<file path="config.mk">
export PLATFORM = sky130hd
export DESIGN_NAME = icache_refill_ctrl
export DESIGN_NICKNAME = d
export VERILOG_FILES = /design/src/rtl/icache_refill_ctrl_pkg.sv /design/src/rtl/icache_victim_rr.sv /design/src/rtl/icache_refill_ctrl.sv
export SDC_FILE = /design/constraint.sdc
export NUM_CORES = 1
export LEC_CHECK = 0
export ABC_AREA = 0
export CAP_MARGIN = 30
export CORE_AREA = 10 10 154 227
export CTS_BUF_LIST = sky130_fd_sc_hd__clkbuf_16
export DETAILED_ROUTE_END_ITERATION = 8
export DIE_AREA = 0 0 164 237
export GPL_ROUTABILITY_DRIVEN = 0
export GPL_TIMING_DRIVEN = 0
export PLACE_DENSITY = 0.82
export SLEW_MARGIN = 20
export SYNTH_ARGS = -nofsm -noshare
export SYNTH_HDL_FRONTEND = slang
export SYNTH_SLANG_ARGS = --single-unit
</file>
<file path="constraint.sdc">
create_clock -name clk_i -period 29.3 [get_ports clk_i]
set_clock_uncertainty 0.05 [all_clocks]
set_input_delay 2.93 -clock clk_i [delete_from_list [all_inputs] [get_ports clk_i]]
set_output_delay 2.93 -clock clk_i [all_outputs]
set_load 0.02 [all_outputs]
</file>
<file path="src/rtl/icache_refill_ctrl_pkg.sv">
// icache_refill_ctrl_pkg
// Shared configuration for the L1 instruction-cache refill path. The user
// configuration record is the single source of truth; every width used by
// the refill controller and its victim selector is derived from it here.
// Contents:
//   user_cfg_t       raw cache/bus configuration
//   derived widths   OFF_W, IDX_W, WAY_W, TAG_W, NUM_SETS, BEATS, BEAT_W
//   refill_state_e   refill sequencer states
//   icache_refill_t  one tag/data array write (set, way, tag, line)
package icache_refill_ctrl_pkg;

  typedef struct packed {
    int unsigned xlen;
    int unsigned byte_size;
    int unsigned set_assoc;
    int unsigned line_width;
    int unsigned mem_dw;
  } user_cfg_t;

  localparam user_cfg_t ICACHE_CFG = '{
    xlen:       32,
    byte_size:  4096,
    set_assoc:  4,
    line_width: 256,
    mem_dw:     32
  };

  localparam int XLEN              = int'(ICACHE_CFG.xlen);
  localparam int ICACHE_BYTE_SIZE  = int'(ICACHE_CFG.byte_size);
  localparam int ICACHE_SET_ASSOC  = int'(ICACHE_CFG.set_assoc);
  localparam int ICACHE_LINE_WIDTH = int'(ICACHE_CFG.line_width);
  localparam int MEM_DW            = int'(ICACHE_CFG.mem_dw);

  localparam int LINE_BYTES = ICACHE_LINE_WIDTH / 8;
  localparam int NUM_SETS   = ICACHE_BYTE_SIZE / (ICACHE_SET_ASSOC * LINE_BYTES);
  localparam int OFF_W      = $clog2(LINE_BYTES);
  localparam int IDX_W      = $clog2(NUM_SETS);
  localparam int WAY_W      = $clog2(ICACHE_SET_ASSOC);
  localparam int TAG_W      = XLEN - IDX_W - OFF_W;
  localparam int BEATS      = ICACHE_LINE_WIDTH / MEM_DW;
  localparam int BEAT_W     = $clog2(BEATS);

  typedef enum logic [2:0] {
    ST_IDLE,
    ST_REQ,
    ST_RECV,
    ST_WRITE,
    ST_DRAIN
  } refill_state_e;

  typedef struct packed {
    logic [IDX_W-1:0]             set_idx;
    logic [WAY_W-1:0]             way;
    logic [TAG_W-1:0]             tag;
    logic [ICACHE_LINE_WIDTH-1:0] line;
  } icache_refill_t;

  // Rebuild the line-aligned byte address from the latched tag and set.
  function automatic logic [XLEN-1:0] line_addr(input logic [TAG_W-1:0] tag,
                                                input logic [IDX_W-1:0] set_idx);
    return {tag, set_idx, {OFF_W{1'b0}}};
  endfunction

endpackage

</file>
<file path="src/rtl/icache_victim_rr.sv">
// icache_victim_rr
// Per-set round-robin victim selector. Holds one WAY_W pointer per set; the
// pointer of a set names the way that the next refill of that set replaces.
// Ports:
//   clk, rst   clock and asynchronous active-high reset (all pointers to 0)
//   clear      zero every pointer (cache flush)
//   inc        advance the pointer of inc_set by one, wrapping at SET_ASSOC
//   inc_set    set whose pointer advances
//   rd_set     set being looked up
//   rd_way     current victim way of rd_set
module icache_victim_rr
  import icache_refill_ctrl_pkg::*;
(
  input  logic             clk,
  input  logic             rst,
  input  logic             clear,
  input  logic             inc,
  input  logic [IDX_W-1:0] inc_set,
  input  logic [IDX_W-1:0] rd_set,
  output logic [WAY_W-1:0] rd_way
);

  logic [WAY_W-1:0] ptr [NUM_SETS];

  // Clear has priority so a flush landing on a refill write leaves every
  // pointer at zero. SET_ASSOC is a power of two, so the natural WAY_W-bit
  // wrap of the increment is the modulo.
  always_ff @(posedge clk or posedge rst) begin
    if (rst) begin
      for (int i = 0; i < NUM_SETS; i++) ptr[i] <= '0;
    end else if (clear) begin
      for (int i = 0; i < NUM_SETS; i++) ptr[i] <= '0;
    end else if (inc) begin
      ptr[inc_set] <= ptr[inc_set] + WAY_W'(1);
    end
  end

  assign rd_way = ptr[rd_set];

endmodule

</file>
<file path="src/rtl/icache_refill_ctrl.sv">
// icache_refill_ctrl
// Miss-refill sequencer for the L1 instruction cache. Accepts one line miss,
// issues a single line-aligned read, gathers BEATS response beats into a
// line buffer and writes the line into the way chosen by the per-set
// round-robin victim selector. Bus errors turn the write into a one-cycle
// refill_err_o pulse; a flush aborts the refill quietly while still
// finishing the bus transaction.
// Ports:
//   clk_i, rst_i        clock, asynchronous active-high reset
//   flush_i             abort any refill in flight, clear victim pointers
//   miss_*              miss request handshake (ready only when idle)
//   mem_req_*           line read request to memory
//   mem_rsp_*           response beats (data + bus error flag)
//   refill_we_o         one-cycle array write strobe with set/way/tag/line
//   refill_err_o        one-cycle pulse: refill failed, nothing written
module icache_refill_ctrl
  import icache_refill_ctrl_pkg::*;
(
  input  logic                         clk_i,
  input  logic                         rst_i,
  input  logic                         flush_i,
  input  logic                         miss_valid_i,
  input  logic [XLEN-1:0]              miss_addr_i,
  output logic                         miss_ready_o,
  output logic                         mem_req_valid_o,
  output logic [XLEN-1:0]              mem_req_addr_o,
  input  logic                         mem_req_ready_i,
  input  logic                         mem_rsp_valid_i,
  input  logic [MEM_DW-1:0]            mem_rsp_data_i,
  input  logic                         mem_rsp_err_i,
  output logic                         mem_rsp_ready_o,
  output logic                         refill_we_o,
  output logic [IDX_W-1:0]             refill_set_o,
  output logic [WAY_W-1:0]             refill_way_o,
  output logic [TAG_W-1:0]             refill_tag_o,
  output logic [ICACHE_LINE_WIDTH-1:0] refill_line_o,
  output logic                         refill_err_o
);

  localparam logic [BEAT_W-1:0] LAST_BEAT = BEAT_W'(BEATS - 1);

  refill_state_e state_q, state_d;

  logic [BEAT_W-1:0]            beat_cnt;
  logic [TAG_W-1:0]             tag_q;
  logic [IDX_W-1:0]             set_q;
  logic [ICACHE_LINE_WIDTH-1:0] line_q;
  logic                         err_q;
  logic                         abort_q;
  logic                         err_pulse_q;

  logic           miss_fire;
  logic           req_fire;
  logic           beat_fire;
  logic           last_beat;
  logic           beat_err;
  logic           write_en;
  logic [WAY_W-1:0] victim_way;
  icache_refill_t wr_pkt;
  logic           unused_addr_bits;

  // The byte offset inside the line is irrelevant: refills are whole lines.
  assign unused_addr_bits = ^miss_addr_i[OFF_W-1:0];

  assign miss_fire = miss_valid_i & miss_ready_o;
  assign req_fire  = mem_req_valid_o & mem_req_ready_i;
  assign beat_fire = mem_rsp_valid_i & mem_rsp_ready_o;
  assign last_beat = beat_fire & (beat_cnt == LAST_BEAT);
  // Sticky error including the beat being accepted this cycle.
  assign beat_err  = err_q | mem_rsp_err_i;
  // A flush arriving in the write cycle cancels the write outright.
  assign write_en  = (state_q == ST_WRITE) & ~flush_i;

  assign wr_pkt = '{set_idx: set_q, way: victim_way, tag: tag_q, line: line_q};

  icache_victim_rr u_victim (
    .clk     (clk_i),
    .rst     (rst_i),
    .clear   (flush_i),
    .inc     (write_en),
    .inc_set (set_q),
    .rd_set  (set_q),
    .rd_way  (victim_way)
  );

  // State register.
  always_ff @(posedge clk_i or posedge rst_i) begin
    if (rst_i) state_q <= ST_IDLE;
    else       state_q <= state_d;
  end

  // Next-state logic. DRAIN covers every aborted refill once the request
  // has been accepted: it keeps taking beats until the last one and then
  // returns to IDLE without writing or reporting an error.
  always_comb begin
    state_d = state_q;
    unique case (state_q)
      ST_IDLE: begin
        if (miss_fire) state_d = ST_REQ;
      end
      ST_REQ: begin
        if (req_fire) state_d = (abort_q | flush_i) ? ST_DRAIN : ST_RECV;
      end
      ST_RECV: begin
        if (last_beat) begin
          if (flush_i | beat_err) state_d = ST_IDLE;
          else                    state_d = ST_WRITE;
        end else if (flush_i) begin
          state_d = ST_DRAIN;
        end
      end
      ST_DRAIN: begin
        if (last_beat) state_d = ST_IDLE;
      end
      ST_WRITE: begin
        state_d = ST_IDLE;
      end
      default: state_d = ST_IDLE;
    endcase
  end

  // Output decode. Everything not owned by the current state is held at
  // zero so the interfaces read clean while idle or in reset.
  always_comb begin
    miss_ready_o    = 1'b0;
    mem_req_valid_o = 1'b0;
    mem_req_addr_o  = '0;
    mem_rsp_ready_o = 1'b0;
    refill_we_o     = 1'b0;
    refill_set_o    = '0;
    refill_way_o    = '0;
    refill_tag_o    = '0;
    refill_line_o   = '0;
    refill_err_o    = err_pulse_q;
    unique case (state_q)
      ST_IDLE: begin
        miss_ready_o = 1'b1;
      end
      ST_REQ: begin
        mem_req_valid_o = 1'b1;
        mem_req_addr_o  = line_addr(tag_q, set_q);
      end
      ST_RECV, ST_DRAIN: begin
        mem_rsp_ready_o = 1'b1;
      end
      ST_WRITE: begin
        if (write_en) begin
          refill_we_o   = 1'b1;
          refill_set_o  = wr_pkt.set_idx;
          refill_way_o  = wr_pkt.way;
          refill_tag_o  = wr_pkt.tag;
          refill_line_o = wr_pkt.line;
        end
      end
      default: ;
    endcase
  end

  // Refill datapath: miss address latch, beat counter, line buffer and the
  // error/abort bookkeeping. The error pulse is registered so it lands in
  // the cycle after the last beat, the same slot a successful write uses.
  always_ff @(posedge clk_i or posedge rst_i) begin
    if (rst_i) begin
      beat_cnt    <= '0;
      tag_q       <= '0;
      set_q       <= '0;
      line_q      <= '0;
      err_q       <= 1'b0;
      abort_q     <= 1'b0;
      err_pulse_q <= 1'b0;
    end else begin
      err_pulse_q <= (state_q == ST_RECV) & last_beat & ~flush_i & beat_err;

      if (miss_fire) begin
        tag_q <= miss_addr_i[XLEN-1 -: TAG_W];
        set_q <= miss_addr_i[OFF_W +: IDX_W];
      end

      if (state_q == ST_IDLE) begin
        beat_cnt <= '0;
        err_q    <= 1'b0;
        abort_q  <= 1'b0;
      end

      if ((state_q == ST_REQ) && flush_i) abort_q <= 1'b1;

      if (beat_fire) begin
        beat_cnt <= beat_cnt + BEAT_W'(1);
        err_q    <= beat_err;
        if (state_q == ST_RECV) begin
          for (int k = 0; k < BEATS; k++) begin
            if (beat_cnt == BEAT_W'(k)) line_q[k*MEM_DW +: MEM_DW] <= mem_rsp_data_i;
          end
        end
      end
    end
  end

endmodule

</file>
==> results of run 1 <==
==> layout make-up <==
cell class	instances	area share (%)
sequential	356	40.6
multi-input combinational	903	32.3
inverter	10	0.205
timing repair buffer	384	17.8
buffer	107	2.05
clock inverter	20	0.593
tap	405	2.31
clock buffer	37	4.22
==> worst max path at each step <==
stage / to / slack [ns] / depth (start not counted)
5_1_grt: refill_line_o[104] / 20.39 / 7
3_5_place_dp: refill_line_o[103] / 20.49 / 7
6_report: refill_line_o[104] / 20.53 / 7
3_3_place_gp: line_q[34] / 12.35 / 2
2_1_floorplan: abort_q / 16.44 / 1
4_1_cts: refill_line_o[103] / 20.48 / 7
==> metrics by stage <==
stage / hold WS (ns) / util [%]
after floorplan: 0.420 / -
after global placement: 0.429 / 67.4
after detailed placement: 0.435 / 67.7
after CTS: 0.448 / 71.1
after global routing: 0.455 / 71.1
final: 0.445 / 71.1
==> power groups by stage <==
stage               clock [mW]  combinational (mW)  sequential, mW
floorplan                    0               0.228           0.585
global placement             0               0.342           0.594
detailed placement           0               0.352           0.598
CTS                      0.436               0.354           0.589
global route             0.453               0.380           0.598
finish                   0.428               0.356           0.590
==> layer usage <==
| metal | up-vias | GRT usage [%] | share of wire [%] |
|---|---|---|---|
| li1 | 5549 | - | - |
| met1 | 6233 | 27.9 | 35 |
| met2 | 523 | 47.5 | 52 |
| met3 | 133 | 7.64 | 8.4 |
| met4 | 0 | 13.3 | 5.0 |
| met5 | - | 0 | 0 |
==> cells in the final DEF (no fill, tap or decap), types with 5 or more instances in the layout <==
master | synthesis | routed
sky130_fd_sc_hd__clkbuf_16 | 0 | 37
sky130_fd_sc_hd__dfrtp_1 | 356 | 356
sky130_fd_sc_hd__clkinv_1 | 0 | 9
sky130_fd_sc_hd__o21ai_0 | 27 | 27
sky130_fd_sc_hd__clkbuf_1 | 62 | 62
sky130_fd_sc_hd__nand3_1 | 13 | 13
sky130_fd_sc_hd__a311oi_1 | 16 | 16
sky130_fd_sc_hd__conb_1 | 1 | 5
sky130_fd_sc_hd__nor2_1 | 63 | 63
sky130_fd_sc_hd__mux2_2 | 282 | 282
sky130_fd_sc_hd__o22ai_1 | 6 | 6
sky130_fd_sc_hd__ha_1 | 6 | 6
sky130_fd_sc_hd__a21oi_1 | 34 | 34
sky130_fd_sc_hd__and2_1 | 286 | 286
sky130_fd_sc_hd__and3_1 | 29 | 29
sky130_fd_sc_hd__inv_1 | 10 | 16
sky130_fd_sc_hd__mux2i_1 | 42 | 42
sky130_fd_sc_hd__nand2_1 | 37 | 37
sky130_fd_sc_hd__nor3_1 | 5 | 5
sky130_fd_sc_hd__a211oi_1 | 17 | 17
sky130_fd_sc_hd__buf_2 | 11 | 11
sky130_fd_sc_hd__clkdlybuf4s50_1 | 0 | 381
sky130_fd_sc_hd__buf_1 | 27 | 27
sky130_fd_sc_hd__buf_4 | 5 | 5
==> logic make-up after synthesis <==
kind of cell / after synthesis / synth area share (%)
simple gates: 452 / 15.7
flops: 356 / 54.1
mux: 328 / 22.4
buf+inv: 117 / 2.96
compound gates: 111 / 4.27
fa+ha+maj: 6 / 0.456
other cells: 1 / 0.0228
xor+xnor: 1 / 0.0989
==> worst max-delay path, stage by stage <==
cell and delay (ns):
sky130_fd_sc_hd__clkbuf_1 0.17, sky130_fd_sc_hd__or2_2 0.39, sky130_fd_sc_hd__inv_1 0.17, sky130_fd_sc_hd__clkbuf_1 0.66
sky130_fd_sc_hd__clkbuf_1 0.54, sky130_fd_sc_hd__and2_1 0.27, sky130_fd_sc_hd__clkdlybuf4s50_1 0.65
==> registers in the layout, indices dropped and copies added (netlist names) <==
register      cells
beat_cnt          3
set_q             5
abort_q           1
err_q             1
state_q           3
line_q          256
tag_q            22
refill_err_o      1
u_victim.ptr     64
==> metrics.txt, run 1 <==
# TYPE chip_impl_metric gauge
chip_impl_info{name="run_status",value="completed"} 1
chip_impl_metric{name="vias_in_the_first_global_route",unit=""} 12900
chip_impl_metric{name="clk_pwr_share",unit="%"} 31.1
chip_impl_metric{name="timing_worst_slew_pin_value",unit="ns"} 0.882
chip_impl_metric{name="die-area",unit="mm²"} 0.0389
chip_impl_metric{name="path_clk_slew",unit="ns"} 0.06
chip_impl_metric{name="power_report.internal_total",unit="µW"} 941
chip_impl_metric{name="total_switching_power",unit="µW"} 433
chip_impl_metric{name="clock_tree.buffer_depth",unit=""} 3
chip_impl_metric{name="detailed_route_via_count",unit=""} 12400
chip_impl_info{name="setup_repair_after_global_routing_missed_its_margin",value="no"} 1
chip_impl_metric{name="worst_ir_drop_vdd",unit="µV"} 52.4
chip_impl_info{name="ys_dominant_reg_cell",value="sky130_fd_sc_hd__dfrtp_1"} 1
chip_impl_metric{name="share_of_power_burned_in_combinational_logic",unit="%"} 25.9
chip_impl_metric{name="cts.sink_count",unit=""} 356
chip_impl_info{name="hold_end",value="line_q[71]"} 1
chip_impl_metric{name="syn2layout_area_growth",unit="%"} 33.3
chip_impl_metric{name="synthArstFlopShare",unit="%"} 100
chip_impl_metric{name="dp.final_hpwl",unit="µm"} 39800
chip_impl_metric{name="powerDensity",unit="mW/mm²"} 62.6
chip_impl_metric{name="design.portCount",unit=""} 393
chip_impl_metric{name="postLayoutSetupSlackWorst",unit="ns"} 20.53
chip_impl_metric{name="placement_rows",unit=""} 79
chip_impl_info{name="r2r_start",value="set_q[2]"} 1
chip_impl_metric{name="layout.cells.non_filler",unit=""} 2222
chip_impl_metric{name="n_diodes",unit=""} 0
chip_impl_metric{name="holdBufCountCts",unit=""} 0
chip_impl_metric{name="vias_per_cell",unit=""} 5.60
chip_impl_info{name="timing.critical_path.from_type",value="input pin"} 1
chip_impl_metric{name="ys_seq_area_share",unit="%"} 54.1
chip_impl_metric{name="final_max_slew_viol_count",unit=""} 0
chip_impl_metric{name="leakage",unit="nW"} 10.2
chip_impl_metric{name="max-cap-violations",unit=""} 0
chip_impl_metric{name="max_freq",unit="MHz"} 114
chip_impl_metric{name="setup_tns",unit="ns"} 0
chip_impl_metric{name="worstPathArrival",unit="ns"} 5.79
chip_impl_metric{name="clock_tree.htree_level_count",unit=""} 2
chip_impl_metric{name="slew_headroom",unit="%"} 40.7
chip_impl_metric{name="drt_drc_violations_left",unit=""} 0
chip_impl_metric{name="final_period_minus_worst_setup_slack",unit="ns"} 8.77
chip_impl_info{name="min_from",value="line_q[71]"} 1
chip_impl_metric{name="cp.required",unit="ns"} 26.32
chip_impl_metric{name="grt_antenna_before_repair",unit=""} 0
chip_impl_metric{name="synth_edf_count",unit=""} 0
chip_impl_info{name="critPathLaunch",value="flush_i"} 1
chip_impl_metric{name="hold_path_depth",unit=""} 1
chip_impl_info{name="synth.most_common_cell",value="sky130_fd_sc_hd__dfrtp_1"} 1
chip_impl_metric{name="synth.cell_area",unit="mm²"} 0.0165
chip_impl_info{name="hold_path_class",value="register to register"} 1
chip_impl_metric{name="postRouteWirelength",unit="µm"} 53200
chip_impl_metric{name="synth.lib_cells_used.distinct",unit=""} 37
chip_impl_metric{name="global_route.overflow_total",unit=""} 0
chip_impl_info{name="yosys-top-cells-area",value="sky130_fd_sc_hd__dfrtp_1 (54%), sky130_fd_sc_hd__mux2_2 (19%), sky130_fd_sc_hd__and2_1 (11%), sky130_fd_sc_hd__mux2i_1 (2.6%), sky130_fd_sc_hd__nor2_1 (1.4%)"} 1
chip_impl_metric{name="postSynthAreaPerCell",unit="µm²"} 12.0
chip_impl_metric{name="postPlaceCellArea",unit="mm²"} 0.0209
chip_impl_metric{name="synth_top_area_share",unit="%"} 54.1
chip_impl_info{name="path_class",value="input pin to primary output"} 1
chip_impl_metric{name="grt_max_degree",unit=""} 110
chip_impl_metric{name="drt_pass_1_iters",unit=""} 6
chip_impl_metric{name="port_buffers",unit=""} 381
chip_impl_metric{name="multi_input_area",unit="mm²"} 0.00708
chip_impl_info{name="tritoncts",value="done"} 1
chip_impl_metric{name="finalHoldViolations",unit=""} 0
chip_impl_info{name="crit-reg2reg-capture",value="u_victim.ptr[3]"} 1
chip_impl_metric{name="filler_cell_count",unit=""} 2272
chip_impl_metric{name="seq_power_share",unit="%"} 43.0
chip_impl_metric{name="initialDrtViolationCount",unit=""} 826
chip_impl_metric{name="routed_wire_length_per_instance",unit="µm"} 23.9
chip_impl_metric{name="core",unit="mm²"} 0.0308
chip_impl_metric{name="cts_resized",unit=""} 0
chip_impl_metric{name="drive_above_1_share",unit="%"} 19.3
chip_impl_metric{name="ff_latch_area",unit="mm²"} 0.00891
chip_impl_metric{name="post_cts_buffers",unit=""} 0
chip_impl_metric{name="r2r_slack",unit="ns"} 26.11
chip_impl_metric{name="chipHeight",unit="µm"} 237
chip_impl_metric{name="power.total",unit="mW"} 1.37
chip_impl_metric{name="syn-instance-count",unit=""} 1372
chip_impl_info{name="synth_top_cells_by_count",value="sky130_fd_sc_hd__dfrtp_1 (356), sky130_fd_sc_hd__and2_1 (286), sky130_fd_sc_hd__mux2_2 (282)"} 1
chip_impl_metric{name="grt_first_pass_wirelength",unit="µm"} 79200
chip_impl_metric{name="nNetsFinal",unit=""} 1875
chip_impl_metric{name="final_min_period_over_clock_period",unit="%"} 29.9
chip_impl_metric{name="dp_worst_setup_slack",unit="ns"} 20.49
chip_impl_metric{name="synth.ff_latch_count",unit=""} 356
chip_impl_info{name="worst_setup_path_end_kind",value="primary output"} 1
chip_impl_metric{name="clkLatencyLatePin",unit="ns"} 0.52
chip_impl_metric{name="place_inst",unit=""} 2165
chip_impl_metric{name="rr_worst_depth",unit=""} 10
chip_impl_metric{name="setup_viol",unit=""} 0
chip_impl_metric{name="switching_share",unit="%"} 31.5
chip_impl_info{name="synth_top_area_cell",value="sky130_fd_sc_hd__dfrtp_1"} 1
chip_impl_metric{name="timing.critical_path.fanout_max",unit=""} 10
chip_impl_info{name="clock_tree.root_cell",value="sky130_fd_sc_hd__clkbuf_16"} 1
chip_impl_metric{name="chipWidth",unit="µm"} 164
chip_impl_metric{name="fin_area",unit="mm²"} 0.0219
chip_impl_metric{name="drtAntennaViolNets",unit=""} 0
chip_impl_metric{name="cts_buffers",unit=""} 36
chip_impl_metric{name="synth_warnings",unit=""} 0
chip_impl_metric{name="initial_utilization",unit="%"} 53.4
chip_impl_metric{name="grtUsageTotal",unit="%"} 26.7
(Power assumes the default switching activity.)
==> run 2, diff against run 1 <==
CORE_AREA = 10 10 160 236   (was 10 10 154 227)
DIE_AREA = 0 0 170 246   (was 0 0 164 237)
PLACE_DENSITY = 0.76   (was 0.82)
clock period = 8.3 ns   (was 29.3 ns; I/O delays follow)
==> metrics.txt, run 2 (synthesis results as in run 1) <==
# TYPE chip_impl_metric gauge
chip_impl_metric{name="powerDensity",unit="mW/mm²"} 221
chip_impl_metric{name="design.portCount",unit=""} 393
chip_impl_metric{name="setup_viol",unit=""} 0
chip_impl_metric{name="clock_tree.buffer_depth",unit=""} 3
chip_impl_metric{name="setup_tns",unit="ns"} 0
chip_impl_metric{name="routed_wire_length_per_instance",unit="µm"} 23.9
chip_impl_metric{name="postLayoutSetupSlackWorst",unit="ns"} 3.58
chip_impl_metric{name="r2r_slack",unit="ns"} 5.18
chip_impl_metric{name="place_inst",unit=""} 2188
chip_impl_info{name="top_regs",value="line_q x256, u_victim.ptr x64, tag_q x22"} 1
chip_impl_metric{name="post_cts_buffers",unit=""} 0
chip_impl_metric{name="holdBufCountCts",unit=""} 0
chip_impl_metric{name="clkLatencyLatePin",unit="ns"} 0.53
chip_impl_info{name="r2r_start",value="set_q[1]"} 1
chip_impl_metric{name="layout.cells.non_filler",unit=""} 2254
chip_impl_metric{name="chipHeight",unit="µm"} 246
chip_impl_metric{name="critical_path_buffers_and_inverters",unit=""} 4
chip_impl_metric{name="timing.critical_path.fanout_max",unit=""} 10
chip_impl_metric{name="dp.final_hpwl",unit="µm"} 41300
chip_impl_metric{name="clk_pwr_share",unit="%"} 31.8
chip_impl_metric{name="detailed_route_via_count",unit=""} 12300
chip_impl_metric{name="initialDrtViolationCount",unit=""} 692
chip_impl_metric{name="drive_above_1_share",unit="%"} 19.8
chip_impl_metric{name="port_buffers",unit=""} 381
chip_impl_metric{name="slew_headroom",unit="%"} 33.2
chip_impl_metric{name="cts.sink_count",unit=""} 356
chip_impl_metric{name="chipWidth",unit="µm"} 170
chip_impl_metric{name="global_route.overflow_total",unit=""} 0
chip_impl_metric{name="grt_antenna_before_repair",unit=""} 0
chip_impl_metric{name="placement_rows",unit=""} 82
chip_impl_metric{name="n_diodes",unit=""} 0
chip_impl_info{name="clock_tree.root_cell",value="sky130_fd_sc_hd__clkbuf_16"} 1
chip_impl_metric{name="cp.required",unit="ns"} 7.42
chip_impl_info{name="timing.critical_path.from_type",value="register"} 1
chip_impl_metric{name="vias_in_the_first_global_route",unit=""} 13000
chip_impl_metric{name="final_min_period_over_clock_period",unit="%"} 56.9
chip_impl_info{name="critPathMostFrequentCell",value="sky130_fd_sc_hd__clkbuf_1"} 1
chip_impl_info{name="kind_of_cell_with_the_highest_combined_delay_on_the_critical_path",value="buffers and inverters"} 1
chip_impl_metric{name="total_switching_power",unit="mW"} 1.55
chip_impl_metric{name="seq_power_share",unit="%"} 42.5
chip_impl_metric{name="clock_tree.htree_level_count",unit=""} 2
chip_impl_info{name="path_class",value="register to primary output"} 1
chip_impl_metric{name="grt_max_degree",unit=""} 36
chip_impl_metric{name="max_freq",unit="MHz"} 212
chip_impl_metric{name="timing_worst_slew_pin_value",unit="ns"} 0.995
chip_impl_info{name="top_library_cells_by_usage_in_the_layout_fill_and_taps_aside",value="sky130_fd_sc_hd__clkdlybuf4s50_1 (381), sky130_fd_sc_hd__dfrtp_1 (356), sky130_fd_sc_hd__and2_1 (286), sky130_fd_sc_hd__mux2_2 (282), sky130_fd_sc_hd__nor2_1 (63)"} 1
chip_impl_metric{name="initial_utilization",unit="%"} 49.4
chip_impl_metric{name="vias_per_cell",unit=""} 5.48
chip_impl_metric{name="share_of_power_burned_in_combinational_logic",unit="%"} 25.7
chip_impl_metric{name="syn2layout_area_growth",unit="%"} 34.6
chip_impl_info{name="setup_repair_after_global_routing_missed_its_margin",value="no"} 1
chip_impl_metric{name="drt_pass_1_iters",unit=""} 5
chip_impl_metric{name="power_report.internal_total",unit="mW"} 3.34
chip_impl_metric{name="worstPathArrival",unit="ns"} 3.84
chip_impl_metric{name="final_period_minus_worst_setup_slack",unit="ns"} 4.72
chip_impl_metric{name="final_max_slew_viol_count",unit=""} 0
chip_impl_metric{name="hold_path_depth",unit=""} 1
chip_impl_metric{name="power.total",unit="mW"} 4.89
chip_impl_metric{name="die-area",unit="mm²"} 0.0418
chip_impl_metric{name="grtUsageTotal",unit="%"} 25.4
chip_impl_metric{name="grt_first_pass_wirelength",unit="µm"} 81200
chip_impl_metric{name="finalHoldViolations",unit=""} 0
chip_impl_info{name="min_from",value="line_q[15]"} 1
chip_impl_info{name="worst_setup_path_end_kind",value="primary output"} 1
chip_impl_metric{name="cts_resized",unit=""} 0
chip_impl_info{name="run_status",value="completed"} 1
chip_impl_info{name="hold_end",value="line_q[15]"} 1
chip_impl_info{name="tritoncts",value="done"} 1
chip_impl_metric{name="drt_drc_violations_left",unit=""} 0
chip_impl_metric{name="core",unit="mm²"} 0.0333
chip_impl_metric{name="worst_ir_drop_vdd",unit="µV"} 170
chip_impl_info{name="hold_path_class",value="register to register"} 1
chip_impl_metric{name="switching_share",unit="%"} 31.7
chip_impl_metric{name="cts_buffers",unit=""} 36
chip_impl_metric{name="largest_reg_flops",unit=""} 256
chip_impl_info{name="crit_path_cell_trace",value="nand3b_1 > or2_2 > inv_1 > clkbuf_1 > clkbuf_1 > and2_1 > clkdlybuf4s50_1"} 1
chip_impl_metric{name="path_clk_slew",unit="ns"} 0.06
chip_impl_metric{name="leakage",unit="nW"} 10.3
chip_impl_metric{name="crit_path_max_incr_delay",unit="ns"} 0.68
chip_impl_metric{name="dp_worst_setup_slack",unit="ns"} 3.75
chip_impl_metric{name="postRouteWirelength",unit="µm"} 54000
chip_impl_metric{name="nNetsFinal",unit=""} 1884
chip_impl_info{name="crit-reg2reg-capture",value="u_victim.ptr[19]"} 1
chip_impl_info{name="largest_register",value="line_q"} 1
chip_impl_metric{name="drtAntennaViolNets",unit=""} 0
chip_impl_metric{name="rr_worst_depth",unit=""} 8
chip_impl_metric{name="max-cap-violations",unit=""} 0
chip_impl_info{name="critical-path-slowest-cell",value="sky130_fd_sc_hd__clkdlybuf4s50_1"} 1
chip_impl_info{name="layout_commonest_cell",value="sky130_fd_sc_hd__clkdlybuf4s50_1"} 1
-- run 2: stage by stage --
step,util [%],hold slack [ns],area [µm²]
after floorplan,-,0.420,16500
after global placement,62.4,0.429,20800
after detailed placement,63.1,0.435,21000
after CTS,66.4,0.447,22100
after global routing,66.4,0.452,22100
final,66.4,0.445,22100
-- run 2: cell type report --
| class | count | area (µm²) |
|---|---|---|
| Tap cell | 420 | 526 |
| Buffer | 107 | 449 |
| Fill cell | 2595 | 11200 |
| Clock buffer | 37 | 926 |
| Clock inverter | 28 | 178 |
| Multi-Input combinational cell | 903 | 7080 |
| Sequential cell | 356 | 8910 |
| Timing Repair Buffer | 393 | 4040 |
| Inverter | 10 | 41.3 |
-- run 2: how the worst max path moves through the flow --
stage	from	end	slack [ns]	cells after the start
after floorplan	rst_i	abort_q	2.65	1
after global placement	rst_i	line_q[148]	0.22	2
after detailed placement	flush_i	refill_line_o[51]	3.75	7
after CTS	state_q[2]	refill_line_o[254]	3.58	7
after global routing	state_q[2]	refill_line_o[253]	3.42	7
final	state_q[2]	refill_line_o[254]	3.58	7
-- run 2: power by group through the flow --
stage	clock network (mW)	logic (mW)	registers (mW)
global route	1.64	1.35	2.11
floorplan	0	0.804	2.07
detailed placement	0	1.24	2.11
finish	1.55	1.26	2.08
global placement	0	1.21	2.10
CTS	1.58	1.25	2.07
-- run 2: per-layer routing --
metal  vias up  GRT usage, %  share of wire, %
li1       5562             -                 -
met5         -             0                 0
met4         0          10.8               4.6
met2       495          45.8                52
met1      6164          26.4                34
met3       121          8.39               9.1
==> run 3, diff against run 2 <==
CORE_AREA = 10 10 168 248   (was 10 10 160 236)
DIE_AREA = 0 0 178 258   (was 0 0 170 246)
PLACE_DENSITY = 0.72   (was 0.76)
clock period = 3.9 ns   (was 8.3 ns; I/O delays follow)
==> metrics.txt, run 3 (synthesis results as in run 1) <==
# TYPE chip_impl_metric gauge
chip_impl_info{name="run_status",value="completed"} 1
chip_impl_metric{name="power_report.internal_total",unit="mW"} 7.13
chip_impl_metric{name="clock_tree.htree_level_count",unit=""} 2
chip_impl_metric{name="n_diodes",unit=""} 0
chip_impl_info{name="layout_commonest_cell",value="sky130_fd_sc_hd__clkdlybuf4s50_1"} 1
chip_impl_metric{name="drt_pass_1_iters",unit=""} 5
chip_impl_metric{name="dp.final_hpwl",unit="µm"} 42100
chip_impl_metric{name="r2r_slack",unit="ns"} 0.82
chip_impl_metric{name="powerDensity",unit="mW/mm²"} 469
chip_impl_metric{name="cts_buffers",unit=""} 37
chip_impl_metric{name="power.total",unit="mW"} 10.5
chip_impl_metric{name="setup_viol",unit=""} 0
chip_impl_metric{name="global_route.overflow_total",unit=""} 0
chip_impl_info{name="top_library_cells_by_usage_in_the_layout_fill_and_taps_aside",value="sky130_fd_sc_hd__clkdlybuf4s50_1 (381), sky130_fd_sc_hd__dfrtp_1 (356), sky130_fd_sc_hd__and2_1 (286), sky130_fd_sc_hd__mux2_2 (282), sky130_fd_sc_hd__nor2_1 (63)"} 1
chip_impl_metric{name="nNetsFinal",unit=""} 1883
chip_impl_info{name="largest_register",value="line_q"} 1
chip_impl_metric{name="cp.required",unit="ns"} 3.46
chip_impl_metric{name="final_max_slew_viol_count",unit=""} 0
chip_impl_metric{name="seq_power_share",unit="%"} 42.6
chip_impl_metric{name="switching_share",unit="%"} 31.9
chip_impl_metric{name="max_freq",unit="MHz"} 263
chip_impl_metric{name="design.portCount",unit=""} 393
chip_impl_info{name="top_regs",value="line_q x256, u_victim.ptr x64, tag_q x22"} 1
chip_impl_info{name="hold_path_class",value="input pin to asynchronous set/reset pin"} 1
chip_impl_metric{name="clk_pwr_share",unit="%"} 31.7
chip_impl_metric{name="share_of_power_burned_in_combinational_logic",unit="%"} 25.7
chip_impl_metric{name="path_clk_slew",unit="ns"} 0.06
chip_impl_metric{name="grt_antenna_before_repair",unit=""} 0
chip_impl_metric{name="max-cap-violations",unit=""} 0
chip_impl_metric{name="post-route-util",unit="%"} 59.8
chip_impl_metric{name="total_switching_power",unit="mW"} 3.34
chip_impl_metric{name="die-area",unit="mm²"} 0.0459
chip_impl_metric{name="chipHeight",unit="µm"} 258
chip_impl_metric{name="cts.sink_count",unit=""} 356
chip_impl_metric{name="final_min_period_over_clock_period",unit="%"} 97.4
chip_impl_metric{name="finalHoldViolations",unit=""} 0
chip_impl_metric{name="post_cts_buffers",unit=""} 0
chip_impl_metric{name="clock_tree.buffer_depth",unit=""} 3
chip_impl_metric{name="initialDrtViolationCount",unit=""} 769
chip_impl_metric{name="met2_demand_to_capacity_share_in_global_routing",unit="%"} 42.4
chip_impl_metric{name="drive_above_1_share",unit="%"} 21.6
chip_impl_metric{name="postRouteWirelength",unit="µm"} 55100
chip_impl_info{name="timing.critical_path.from_type",value="register"} 1
chip_impl_metric{name="worstPathArrival",unit="ns"} 3.36
chip_impl_metric{name="global_route.usage.met1",unit="%"} 24.9
chip_impl_metric{name="ff_latch_area",unit="mm²"} 0.00891
chip_impl_metric{name="routed_wire_length_per_instance",unit="µm"} 23.7
chip_impl_metric{name="met3_usage",unit="%"} 7.03
chip_impl_info{name="path_class",value="register to primary output"} 1
chip_impl_metric{name="timing.critical_path.fanout_max",unit=""} 16
chip_impl_metric{name="chipWidth",unit="µm"} 178
chip_impl_info{name="clock_tree.root_cell",value="sky130_fd_sc_hd__clkbuf_16"} 1
chip_impl_metric{name="filler_cell_count",unit=""} 3128
chip_impl_metric{name="drt_drc_violations_left",unit=""} 0
chip_impl_metric{name="port_buffers",unit=""} 381
chip_impl_metric{name="largest_reg_flops",unit=""} 256
chip_impl_metric{name="multi_input_area",unit="mm²"} 0.00709
chip_impl_metric{name="grtUsageTotal",unit="%"} 23.6
chip_impl_metric{name="core",unit="mm²"} 0.0373
chip_impl_metric{name="final_period_minus_worst_setup_slack",unit="ns"} 3.80
chip_impl_info{name="globalRoute.busiestLayer",value="met2"} 1
chip_impl_metric{name="leakage",unit="nW"} 10.4
chip_impl_metric{name="grt_first_pass_wirelength",unit="µm"} 82800
chip_impl_metric{name="worst_ir_drop_vdd",unit="µV"} 374
chip_impl_metric{name="vias_per_cell",unit=""} 5.34
chip_impl_metric{name="setup_tns",unit="ns"} 0
chip_impl_info{name="tritoncts",value="done"} 1
chip_impl_metric{name="slew_headroom",unit="%"} 36.6
chip_impl_metric{name="placement_rows",unit=""} 87
chip_impl_metric{name="initial_utilization",unit="%"} 44.1
chip_impl_metric{name="vias_in_the_first_global_route",unit=""} 13400
chip_impl_metric{name="drtAntennaViolNets",unit=""} 0
chip_impl_metric{name="place_inst",unit=""} 2258
chip_impl_metric{name="layout.cells.non_filler",unit=""} 2322
chip_impl_metric{name="grt_max_degree",unit=""} 35
chip_impl_metric{name="timing_worst_slew_pin_value",unit="ns"} 0.952
chip_impl_metric{name="detailed_route_via_count",unit=""} 12400
chip_impl_info{name="worst_setup_path_end_kind",value="primary output"} 1
chip_impl_metric{name="clkLatencyLatePin",unit="ns"} 0.54
chip_impl_metric{name="syn2layout_area_growth",unit="%"} 35.6
==> run 3: metrics by stage <==
| stage | setup slack [ns] | hold slack (ns) | instance area (µm²) |
|---|---|---|---|
| after CTS | 0.0123 | 0.230 | 22300 |
| final | 0.102 | 0.232 | 22300 |
| after global placement | -3.77 | 0.429 | 20900 |
| after global routing | -0.00483 | 0.262 | 22300 |
| after floorplan | -1.31 | 0.420 | 16500 |
| after detailed placement | 0.0451 | 0.435 | 21100 |
==> run 3: worst max-delay path: stages (launching register included) <==
cell and delay [ns]:
sky130_fd_sc_hd__dfrtp_1 0.44, sky130_fd_sc_hd__buf_6 0.21, sky130_fd_sc_hd__mux4_2 0.53, sky130_fd_sc_hd__a222oi_1 0.48, sky130_fd_sc_hd__and3_1 0.22, sky130_fd_sc_hd__clkbuf_4 0.28, sky130_fd_sc_hd__nor2_1 0.10, sky130_fd_sc_hd__clkdlybuf4s50_1 0.55
==> run 3: area by class of cell <==
| cell class | count | share of cell area (%) |
|---|---|---|
| Sequential cell | 356 | 39.9 |
| Multi-Input combinational cell | 903 | 31.8 |
| Inverter | 10 | 0.185 |
| Buffer | 104 | 2.15 |
| Tap cell | 489 | 2.74 |
| Clock buffer | 39 | 4.37 |
| Timing Repair Buffer | 394 | 18.2 |
| Clock inverter | 27 | 0.645 |
==> run 3: repair_timing <==
item | in CTS | in global routing
pin swaps | 0 | 0
setup endpoints to repair | 271 | 182
gates resized for setup | 12 | 40
hold buffers | 0 | 0
hold endpoints to repair | 0 | 0
==> run 3: path summary, 6_finish.rpt <==
path / start / endpoint / depth (start not counted)
setup / recovery: set_q[0] / refill_way_o[0] / 7
hold / removal: rst_i / line_q[39] / 2
setup reg to reg: set_q[0] / u_victim.ptr[38] / 8
hold reg to reg: line_q[36] / line_q[36] / 1
max in group asynchronous: rst_i / line_q[83] / 6
min in group clk_i: flush_i / state_q[2] / 3
==> run 3: per-layer routing <==
layer	wire [µm]	vias to the layer above	share of wire (%)
li1	-	5553	-
met1	19200	6249	35
met2	29000	491	53
met3	4600	108	8.3
met4	2280	0	4.1
met5	0	-	0
==> run 3: power groups by stage <==
stage	logic (mW)	registers, mW	clock network (mW)
floorplan	1.71	4.40	0
global route	2.89	4.51	3.54
CTS	2.66	4.45	3.40
detailed placement	2.69	4.50	0
global placement	2.61	4.48	0
finish	2.69	4.46	3.32
==> variant (flow settings as in run 3) <==
Put a register stage on the output `refill_err_o`, with the module's reset. The value now appears one clock later. The other outputs are not delayed to match. Comments in the files are not updated.
--- a/src/rtl/icache_refill_ctrl.sv
+++ b/src/rtl/icache_refill_ctrl.sv
@@ -41,2 +41,4 @@
 
+  logic refill_err_d;
+
   refill_state_e state_q, state_d;
@@ -133,3 +135,3 @@
     refill_line_o   = '0;
-    refill_err_o    = err_pulse_q;
+    refill_err_d    = err_pulse_q;
     unique case (state_q)
@@ -198,2 +200,10 @@
 
+  always_ff @(posedge clk_i or posedge rst_i) begin
+    if (rst_i) begin
+      refill_err_o <= '0;
+    end else begin
+      refill_err_o <= refill_err_d;
+    end
+  end
+
 endmodule
Function: no difference found for any inputs over 4 cycles, from zero or initial values and one cycle with rst_i high; that may be too few to reach the edited logic, so the function may still have changed.
==> variant against run 3 <==
Wire length grew 0.62%. Via count shrank 1.0%. Worst setup slack gained 43 ps. Cell area grew 0.47%. Synthesized area grew 0.24%. Sequential cell count grew 1. Maximum frequency grew 1.1%. Total power grew 1.5%. Highest routed layer is now met5.
==> variant: results (changes against run 3) <==
\begin{tabular}{lr}
\hline
Metric & Value \\
\hline
\multicolumn{2}{l}{\textbf{Global routing}} \\
Initial antenna violation count & 1 (+1) \\
Total routing resource utilization after global routing & 0.238 (+0.00175) \\
Vias in the first global route & 13,100 (-1.9\%) \\
\multicolumn{2}{l}{\textbf{Layout}} \\
\# fillers & 3,072 (-1.8\%) \\
Number of non-filler instances in the completed layout & 2,312 (-0.43\%) \\
Nets & 1,873 (-0.53\%) \\
Fraction of layout cells with a size suffix above 1 & 0.221 (+0.00502) \\
\multicolumn{2}{l}{\textbf{Outcome}} \\
Status & finished clean \\
\multicolumn{2}{l}{\textbf{Synth}} \\
Most frequent cells after synthesis & 357 x sky130\_fd\_sc\_hd\_\_dfrtp\_1, 284 x sky130\_fd\_sc\_hd\_\_and2\_1, 281 x sky130\_fd\_sc\_hd\_\_mux2\_2 \\
Dominant cells by area after synthesis & sky130\_fd\_sc\_hd\_\_dfrtp\_1 54\%, sky130\_fd\_sc\_hd\_\_mux2\_2 19\%, sky130\_fd\_sc\_hd\_\_and2\_1 11\% \\
Distinct cells, synth & 41 (+11\%) \\
Post-Synth XOR/XNOR Area & 0.00167 (+0.000680) \\
Share of synthesized area occupied by flip-flops and latches & 0.542 (about the same) \\
Mux contribution to synthesized area & 0.230 (+0.00590) \\
Synthesized-area fraction occupied by ao, oa, aoi and oai cells & 0.0369 (-0.00579) \\
Fraction of the mapped netlist area in adder cells & 0.00455 (-0.0000111) \\
\multicolumn{2}{l}{\textbf{Power and ir drop}} \\
Worst supply voltage drop on vdd & 0.423 mV (+13\%) \\
Clock-net power & 3.48 mW (+5\%) \\
Proportion of total power due to net switching & 0.313 (-0.00630) \\
Leak pwr & 10.6 nW (+2.0\%) \\
Portion of total power attributed to the clock network & 0.327 (+0.010) \\
\multicolumn{2}{l}{\textbf{Setup path}} \\
Worst reg2reg setup slack & 760 ps (-60 ps) \\
Startpoint of the worst setup timing path & state\_q[1] \\
Number of cell instances on the worst register-to-register path & 7 (-1) \\
Worst reg2reg path endpoint & u\_victim.ptr[53] \\
Maximum fanout count along the critical path & 10 (-6) \\
Largest incremental delay on the critical path & 630 ps (+80 ps) \\
\multicolumn{2}{l}{\textbf{Place}} \\
Detailed Place HPWL & 41,700 um (-1.0\%) \\
DP Cell Count & 2,246 (-0.53\%) \\
Worst Setup Slack post-DPL & -196 ps (-241 ps) \\
\multicolumn{2}{l}{\textbf{Route}} \\
Length of the first detailed-routing pass in iterations & 7 (+2) \\
Vias/cell & 5.31 (-0.59\%) \\
\multicolumn{2}{l}{\textbf{STA}} \\
Relative slew margins & 0.339 (-0.0266) \\
Slack of the critical path & 145 ps (+42.9 ps) \\
Hold\_ws & 193 ps (-39.5 ps) \\
\multicolumn{2}{l}{\textbf{Clocking}} \\
Clock tree buffer depth & 3 (unchanged) \\
\hline
\end{tabular}
## variant: cell types whose count changed in the layout (fill, tap and decap cells not counted), sizes merged, moves of 4 or more
cell                  run 3  this run
a21oi                    34        24
buf                      56        52
o21ai                    27        22
clkinv                   14        18
clkdlybuf4s50           381       374
inv                      21        15
nand3                    13         6
nor2                     63        69
dlymetal6s2s              0         6
mux2i                    42        53
## variant: repair_timing
action                                  CTS  global route
resized for setup                        35            30
buffers inserted                          0             0
pin swaps                                 0             0
endpoints found under the setup margin  283           250
## variant: worst reg2reg max path: stages (launching register included)
cell and delay (ps):
sky130_fd_sc_hd__dfrtp_1 460, sky130_fd_sc_hd__buf_6 220, sky130_fd_sc_hd__buf_4 250, sky130_fd_sc_hd__clkinv_1 240, sky130_fd_sc_hd__nor3_1 770, sky130_fd_sc_hd__clkbuf_1 580
sky130_fd_sc_hd__a21oi_1 150, sky130_fd_sc_hd__a311oi_1 310
## variant: cells by family (layout without fill, tap and decap cells)
logic type,Yosys count,after routing
adders and majority gates,6,6
other,1,5
xor gates and xnor gates,1,1
and+or+nand+nor,451,451
muxes,338,338
AOI/OAI and AO/OA,93,93
DFF,357,357
buffers and inverters,114,572
## variant: layout make-up
cell class / instances / area (um^2) / share of cell area
flip-flops and latches: 357 / 8930 / 0.398
multi-input cells: 894 / 7090 / 0.316
repair buffers: 393 / 4050 / 0.181
clock buffers: 39 / 976 / 0.0435
well taps: 489 / 612 / 0.0273
plain buffers: 103 / 520 / 0.0232
clock inverters: 27 / 194 / 0.00865
inverters: 10 / 41.3 / 0.00184
## variant: layer usage
layer | part of all wire | track usage
met1 | 0.35 | 0.252
met2 | 0.53 | 0.431
met3 | 0.079 | 0.0711
met4 | 0.036 | 0.0906
met5 | 0.00023 | 0
